<file path="config.mk">
export PLATFORM = sky130hd
export DESIGN_NAME = wb_port_arbiter
export DESIGN_NICKNAME = d
export VERILOG_FILES = /design/src/rtl/wb_arb_pkg.sv /design/src/rtl/mux_2to1.sv /design/src/rtl/wb_port_arbiter.sv
export SDC_FILE = /design/constraint.sdc
export NUM_CORES = 1
export LEC_CHECK = 0
export CORE_ASPECT_RATIO = 0.8
export CORE_MARGIN = 8
export CORE_UTILIZATION = 39
export DETAILED_ROUTE_END_ITERATION = 16
export GPL_TIMING_DRIVEN = 0
export MAX_ROUTING_LAYER = met4
export PLACE_DENSITY = 0.8
export SYNTH_ARGS = -nofsm -noshare
export SYNTH_HDL_FRONTEND = slang
export SYNTH_SLANG_ARGS = --single-unit
</file>
<file path="constraint.sdc">
create_clock -name clk -period 2.9 [get_ports clk]
set_input_delay 0.58 -clock clk [delete_from_list [all_inputs] [get_ports clk]]
set_output_delay 0.58 -clock clk [all_outputs]
set_load 0.005 [all_outputs]
</file>
<file path="src/rtl/wb_arb_pkg.sv">
// Shared definitions for the register-file write-port arbiter.
package wb_arb_pkg;

  localparam int unsigned DATA_W_DEF = 32;
  localparam int unsigned ADDR_W_DEF = 5;

  // Beat counter covers MAX_BURST up to 15.
  localparam int unsigned BEAT_W = 4;

  typedef enum logic [1:0] {
    ST_IDLE = 2'd0,
    ST_OWN0 = 2'd1,
    ST_OWN1 = 2'd2
  } arb_state_e;

endpackage

</file>
<file path="src/rtl/mux_2to1.sv">
// Generic 2:1 data multiplexer; sel_i=1 selects in1_i.
module mux_2to1 #(
  parameter int unsigned W = 32
) (
  input  logic         sel_i,
  input  logic [W-1:0] in0_i,
  input  logic [W-1:0] in1_i,
  output logic [W-1:0] out_o
);

  assign out_o = sel_i ? in1_i : in0_i;

endmodule

</file>
<file path="src/rtl/wb_port_arbiter.sv">
// Round-robin arbiter with bounded bursts sharing the register-file write port
// between the ALU (req0) and load (req1) paths; registered write-port outputs.
module wb_port_arbiter
  import wb_arb_pkg::*;
#(
  parameter int unsigned DATA_W      = DATA_W_DEF,
  parameter int unsigned ADDR_W      = ADDR_W_DEF,
  parameter int unsigned MAX_BURST   = 4,
  parameter bit          ZERO_REG_WE = 1'b1
) (
  input  logic              clk,
  input  logic              rst_n,
  input  logic              hold,
  input  logic              req0_valid,
  input  logic [ADDR_W-1:0] req0_addr,
  input  logic [DATA_W-1:0] req0_data,
  output logic              req0_ready,
  input  logic              req1_valid,
  input  logic [ADDR_W-1:0] req1_addr,
  input  logic [DATA_W-1:0] req1_data,
  output logic              req1_ready,
  output logic              mux_sel,
  output logic              wr_en,
  output logic [ADDR_W-1:0] wr_addr,
  output logic [DATA_W-1:0] wr_data
);

  localparam logic [BEAT_W-1:0] BURST_LIM = BEAT_W'(MAX_BURST - 1);
  localparam logic [BEAT_W-1:0] BEAT_SAT  = '1;

  arb_state_e        state_q, state_d;
  logic [BEAT_W-1:0] beat_q, beat_d;
  logic              last_q, last_d;
  logic              wr_en_q, wr_en_d;
  logic [ADDR_W-1:0] wr_addr_q, wr_addr_d;
  logic [DATA_W-1:0] wr_data_q, wr_data_d;
  logic              mux_sel_q, mux_sel_d;

  logic              gnt0, gnt1;
  logic              xfer;
  logic              repeat_gnt;
  logic              sel_c;
  logic [ADDR_W-1:0] addr_c;
  logic [DATA_W-1:0] data_c;

  assign sel_c  = gnt1;
  assign addr_c = sel_c ? req1_addr : req0_addr;

  mux_2to1 #(.W(DATA_W)) u_data_mux (
    .sel_i (sel_c),
    .in0_i (req0_data),
    .in1_i (req1_data),
    .out_o (data_c)
  );

  // Grant decision, arbitration state update and output-register next values.
  always_comb begin
    state_d    = state_q;
    beat_d     = beat_q;
    last_d     = last_q;
    gnt0       = 1'b0;
    gnt1       = 1'b0;
    repeat_gnt = 1'b0;
    xfer       = 1'b0;
    wr_en_d    = 1'b0;
    wr_addr_d  = wr_addr_q;
    wr_data_d  = wr_data_q;
    mux_sel_d  = mux_sel_q;

    // Reset also masks grants so no ready is seen while rst_n is low.
    if (rst_n && !hold) begin
      case (state_q)
        ST_OWN0: if (req0_valid) begin
          if ((beat_q < BURST_LIM) || !req1_valid) gnt0 = 1'b1;
          else                                     gnt1 = 1'b1;
        end
        ST_OWN1: if (req1_valid) begin
          if ((beat_q < BURST_LIM) || !req0_valid) gnt1 = 1'b1;
          else                                     gnt0 = 1'b1;
        end
        default: ;
      endcase

      // Idle, or the owner dropped valid: plain round-robin.
      if (!gnt0 && !gnt1) begin
        if (req0_valid && req1_valid) begin
          gnt0 = last_q;
          gnt1 = !last_q;
        end else begin
          gnt0 = req0_valid;
          gnt1 = req1_valid;
        end
      end

      xfer       = gnt0 || gnt1;
      repeat_gnt = ((state_q == ST_OWN0) && gnt0) || ((state_q == ST_OWN1) && gnt1);

      if (xfer) begin
        state_d   = gnt1 ? ST_OWN1 : ST_OWN0;
        last_d    = gnt1;
        beat_d    = !repeat_gnt          ? '0 :
                    (beat_q == BEAT_SAT) ? beat_q : beat_q + BEAT_W'(1);
        wr_en_d   = ZERO_REG_WE || (addr_c != '0);
        wr_addr_d = addr_c;
        wr_data_d = data_c;
        mux_sel_d = sel_c;
      end else begin
        state_d = ST_IDLE;
        beat_d  = '0;
      end
    end
  end

  always_ff @(posedge clk or negedge rst_n) begin
    if (!rst_n) begin
      state_q   <= ST_IDLE;
      beat_q    <= '0;
      last_q    <= 1'b1;
      wr_en_q   <= 1'b0;
      wr_addr_q <= '0;
      wr_data_q <= '0;
      mux_sel_q <= 1'b0;
    end else begin
      state_q   <= state_d;
      beat_q    <= beat_d;
      last_q    <= last_d;
      wr_en_q   <= wr_en_d;
      wr_addr_q <= wr_addr_d;
      wr_data_q <= wr_data_d;
      mux_sel_q <= mux_sel_d;
    end
  end

  assign req0_ready = gnt0;
  assign req1_ready = gnt1;
  assign mux_sel    = mux_sel_q;
  assign wr_en      = wr_en_q;
  assign wr_addr    = wr_addr_q;
  assign wr_data    = wr_data_q;

endmodule

</file>
---- Word level (Yosys, flattened, before mapping) ----
Index checks and enable logic that the tools add are counted.
storage, ports and cells
  register bits ........................... 46
  bits of input ports ..................... 79
  output and inout port bits .............. 41
  word-level logic and storage cells ...... 59
cells by class
  add/subtract/negate cells ............... 1
  $lt $le $gt $ge ......................... 1
  equality and inequality tests ........... 4
  muxes and demuxes ....................... 29
  reduce and logical (&&, ||, !) cells .... 17
operators with widths
  kind                 number
  $mux 32              1
  $mux 1               20
  $mux 4               3
  $logic_not 1->1      6
  $logic_and 1x1->1    5
  $mux 5               1
  $add 4x1->4 const B  1
  $eq 4x4->1 const B   1
  $logic_or 1x1->1     4
  $lt 4x2->1 const B   1
  $mux 2               2
  $pmux 1 s2           2
  $reduce_and 2->1     2
  $ne 3x3->1 const B   1
  $eq 2x1->1 const B   1
  $eq 2x2->1 const B   1

---- Longest topological paths before layout ----
  depth after elaboration ................. 14
  mapped depth ............................ 9
  mapped depth without buffers ............ 7

---- Modules after synthesis ----
A second synthesis with hierarchy kept.
unflattened totals
  cells, all modules ...................... 196
  area, all modules ....................... 2600.0 µm²
by module, submodules not included
  module           instances  cells an instance  area an instance (µm²)  seq. area each (µm²)
  wb_port_arbiter  1          160                2055.7                  1152.4
  mux_2to1         1          36                 544.3                   0.0

---- Worst setup path after synthesis ----
No wires, ideal clock.
  kind .................................... register to output
  from .................................... reg beat_q[0]
  to ...................................... out req1_ready
  arrival ................................. 1.765 ns
  data required time ...................... 2.320 ns
  path slack .............................. 0.555 ns
  cell stages (with the launch flop) ...... 8
  buffers on the path ..................... 2
  cells stage by stage .................... dfrtp_1 -> ha_1 -> nor3_4 -> mux2_4 -> a21o_1 -> buf_6 -> buf_6 -> inv_1
on the way
  word-level cells in the longest chain between the ends .. 11
  elaborated cells on any way between the ends .. 21
  classes of those cells .................. 1 x order compare; 15 x mux; 5 x reduce/logical
RTL lines
  what                                 line                                          source
  from (decl)                          wb_port_arbiter.sv:32                         logic [BEAT_W-1:0] beat_q, beat_d;
  from (signal assigned)               wb_port_arbiter.sv:125                        beat_q <= beat_d;
  $lt 4x2->1 (*)                       wb_port_arbiter.sv:74, wb_port_arbiter.sv:78
  $logic_or 1x1->1 (on tied branches)  wb_port_arbiter.sv:78, wb_port_arbiter.sv:74
  $mux 1 (on tied branches)            wb_port_arbiter.sv:78, wb_port_arbiter.sv:74
  $mux 1 (on tied branches)            wb_port_arbiter.sv:77, wb_port_arbiter.sv:73
  $pmux 1 s2                           wb_port_arbiter.sv:72                         case (state_q)
  $mux 1                               wb_port_arbiter.sv:71                         if (rst_n && !hold) begin
  $logic_not 1->1                      wb_port_arbiter.sv:85                         if (!gnt0 && !gnt1) begin
  $logic_and 1x1->1                    wb_port_arbiter.sv:85
  $mux 1 (*)                           wb_port_arbiter.sv:85
  $mux 1 (*) (2 in a row)              wb_port_arbiter.sv:71
  to (decl)                            wb_port_arbiter.sv:21                         output logic req1_ready,
Every way passes the cells marked *; elsewhere a longest branch is shown, timed or not. The select of a mux whose other input is x is not followed.

---- Worst setup path after layout ----
  from .................................... reg state_q[0]
  to ...................................... out req1_ready
on the way
  word-level cells in the longest chain between the ends .. 8
  elaborated cells on any way between the ends .. 12
  classes of those cells .................. 2 x eq/ne; 7 x mux; 3 x reduce/logical
RTL lines
  what                                      line                    source
  from (decl)                               wb_port_arbiter.sv:31   arb_state_e state_q, state_d;
  from (signal assigned)                    wb_port_arbiter.sv:124  state_q <= state_d;
  $eq 2x2->1 or $eq 2x1->1 (tied branches)  wb_port_arbiter.sv:72
  $pmux 1 s2                                wb_port_arbiter.sv:72
  $mux 1                                    wb_port_arbiter.sv:71
  $logic_not 1->1                           wb_port_arbiter.sv:85
  $logic_and 1x1->1                         wb_port_arbiter.sv:85
  $mux 1 (*)                                wb_port_arbiter.sv:85
  $mux 1 (*) (2 in a row)                   wb_port_arbiter.sv:71
Marks and branches as above.

==> impl_metrics.yaml <==
timing:
  min_period_ns: 2.81
  fin_tns_setup_ns: 0
  rsz0062_at_grt: "no"
  slew_headroom_pct: 66.7
  worst_pin_slew_ns: 0.499
  maxSlewViolCount: 0
  fin_ws_ns: 0.0915
  fin_crit_sh_pct: 96.8
  setup_violations: 0
  fin_skew_ns: 0.0105
  hold_viol_final: 0
  fmax_ghz: 0.356
placement:
  io_buffers: 119
  place_inst: 386
  place_congestion: 0.777
  dp_hpwl_um: 5330
  place_ws_ns: -0.366
logic_synthesis:
  synth_warnings: 0
  synth_common_cells: "dfrtp_1, nand2b_1, o221a_2"
  netlist_instances: 188
  syn-cell-area_sq_um: 2230
  yosys.cell_types.count: 33
  ys_seq_elements: 46
  synth_edf_count: 0
  synthFlopType: "dfrtp_1"
  syn_area_per_cell_sq_um: 11.9
  ys_async_sr_fraction_pct: 100
  synth_seq_area_share_pct: 51.6
  yosysTopAreaCell: "dfrtp_1"
  synth_most_common_cell: "dfrtp_1"
  synth_top_area_share_pct: 50.4
  synth_area_leaders: "dfrtp_1, o221a_2, nand2b_1"
  syn-num-nets: 270
route:
  routed_wl_um: 7160
  drc: 0
  viasPerCell: 5.22
  vias: 2078
  ant_nets: 0
  wire_per_inst_um: 18.0
  drt_iter0_markers: 72
  dr.pass1.iters: 4
global_routing:
  grt_pass1_vias: 2286
  grt_pass1_wl_um: 11500
  grt_overflow: 0
  grt_usage_pct: 17.6
  antenna_found_initial: 0
  grt_max_degree: 36
pwr:
  p_int_uw: 1690
  switching_share_pct: 27.1
  p_leak_uw: 0.00146
  ir_worst_vdd_mv: 0.321
  clockPowerShare_pct: 20.4
  switching_power_uw: 629
  combPwrFrac_pct: 40.4
  p_total_uw: 2320
  pwr-share-seq_pct: 39.2
  power.density_nw_per_um2: 626
clock_tree:
  numClockSinks: 46
  cts_tree: "yes"
  cts_max_level: 2
  clkTransAtPathRegs_ns: 0.09
  clockBufferDepth: 2
  cts-root-buf: "clkbuf_8"
  insertion_delay_ns: 0.30
  numCtsBuffers: 5
run:
  max_cap_viol_count: 0
worst_hold_path:
  hold_path.class: "input pin to asynchronous set/reset pin"
floorplanning:
  coreArea_sq_um: 5500
  die_area_sq_um: 8420
  die_y_um: 83.7
  rows: 24
  io_pins: 120
  die_w_um: 101
  start_util_pct: 40.7
worst_setup_path:
  crit_path_end_kind: "output port"
  critPathLaunchType: "register"
  critical_path_class: "register to output port"
  required_ns: 2.32
  cp_max_fo: 10
  crit_arrival_ns: 2.23
cells_and_area:
  layout.cells.non_filler: 398
  drive_gt1_share_pct: 21.9
  antenna_cells_inserted: 0
  nets: 401
  area_delta_synth_final_pct: 66.0
  fin_util_pct: 67.5
run_status:
  outcome: "finished clean"
-- layer usage --
metal	global-route usage (%)	vias up	wire length, um
li1	-	979	-
met1	21.5	1015	3240
met2	27.5	82	3350
met3	5.58	2	540
met4	4.11	0	22
met5	-	-	0
-- power by group through the flow --
stage	logic, uW	registers, uW	clock network (uW)
3_5_place_dp	910	910	0
5_1_grt	1010	932	517
3_3_place_gp	884	907	0
2_1_floorplan	387	916	0
4_1_cts	943	910	485
6_report	938	911	474
-- cell families after synthesis --
| logic type | synth area share (%) |
|---|---|
| adder cells (fa/ha/maj) | 1.68 |
| multiplexers | 1.12 |
| flip-flops | 51.6 |
| AO/OA/AOI/OAI | 24.5 |
| buffers and inverters | 3.98 |
| AND/OR/NAND/NOR | 17.1 |
-- placed cells by master, fill, tap and decap left out, types with 3 or more instances in the layout --
| master | Yosys | layout |
|---|---|---|
| buf_2 | 5 | 6 |
| buf_4 | 0 | 4 |
| clkbuf_1 | 6 | 5 |
| clkbuf_8 | 0 | 5 |
| clkdlybuf4s50_1 | 0 | 115 |
| dfrtp_1 | 45 | 45 |
| inv_1 | 5 | 3 |
| nand2b_1 | 38 | 38 |
| nand3_1 | 3 | 3 |
| nand3b_1 | 3 | 3 |
| nor2_1 | 7 | 7 |
| o211ai_1 | 3 | 3 |
| o21ai_0 | 4 | 4 |
| o221a_2 | 37 | 37 |
-- cell type report --
cell class / count / area, sq um
Fill cell: 453 / 1790
Timing Repair Buffer: 124 / 1230
Sequential cell: 46 / 1150
Multi-Input combinational cell: 124 / 1030
Tap cell: 78 / 97.6
Buffer: 13 / 71.3
Clock buffer: 5 / 68.8
Clock inverter: 3 / 40.0
Inverter: 5 / 18.8
-- through the flow --
| step | hold slack [ns] | area, sq um |
|---|---|---|
| floorplan | 0.284 | 2230 |
| global placement | 0.473 | 3520 |
| detailed placement | 0.485 | 3540 |
| CTS | 0.165 | 3700 |
| global route | 0.171 | 3710 |
| finish | 0.160 | 3710 |
-- registers in the layout, indices dropped and copies added (netlist names) --
| register | count |
|---|---|
| mux_sel | 1 |
| last_q | 1 |
| state_q | 2 |
| wr_addr | 5 |
| wr_en | 1 |
| beat_q | 4 |
| wr_data | 32 |
-- worst max-delay path, cell delays in order, from the launching register on --
cell,delay [ns]
dfrtp_1,0.40
inv_2,0.09
ha_4,0.22
nand3b_1,0.18
mux2_4,0.28
a21o_1,0.21
buf_6,0.15
buf_6,0.14
inv_2,0.06
clkdlybuf4s15_1,0.20
-- final timing paths --
check,start,to,slack [ns],cells past startpoint
max,state_q[0]$_DFFE_PN0P_,req1_ready,0.09,9
min,rst_n,wr_data[21]$_DFFE_PN0P_,0.16,1
max reg2reg,state_q[0]$_DFFE_PN0P_,wr_data[6]$_DFFE_PN0P_,0.81,8
min reg2reg,mux_sel$_DFFE_PN0P_,mux_sel$_DFFE_PN0P_,0.50,1
max in group asynchronous,rst_n,wr_data[17]$_DFFE_PN0P_,2.25,2
min in group clk,mux_sel$_DFFE_PN0P_,mux_sel$_DFFE_PN0P_,0.50,1
-- repair_timing --
action / CTS / global route
hold buffers: 0 / 0
gates resized for setup: 9 / 4
endpoints found under the setup margin: 1 / 2
setup buffers: 3 / 1
pin swaps: 2 / 0
cloned: 0 / 0
No activity file was read; power rests on OpenSTA's default activity.
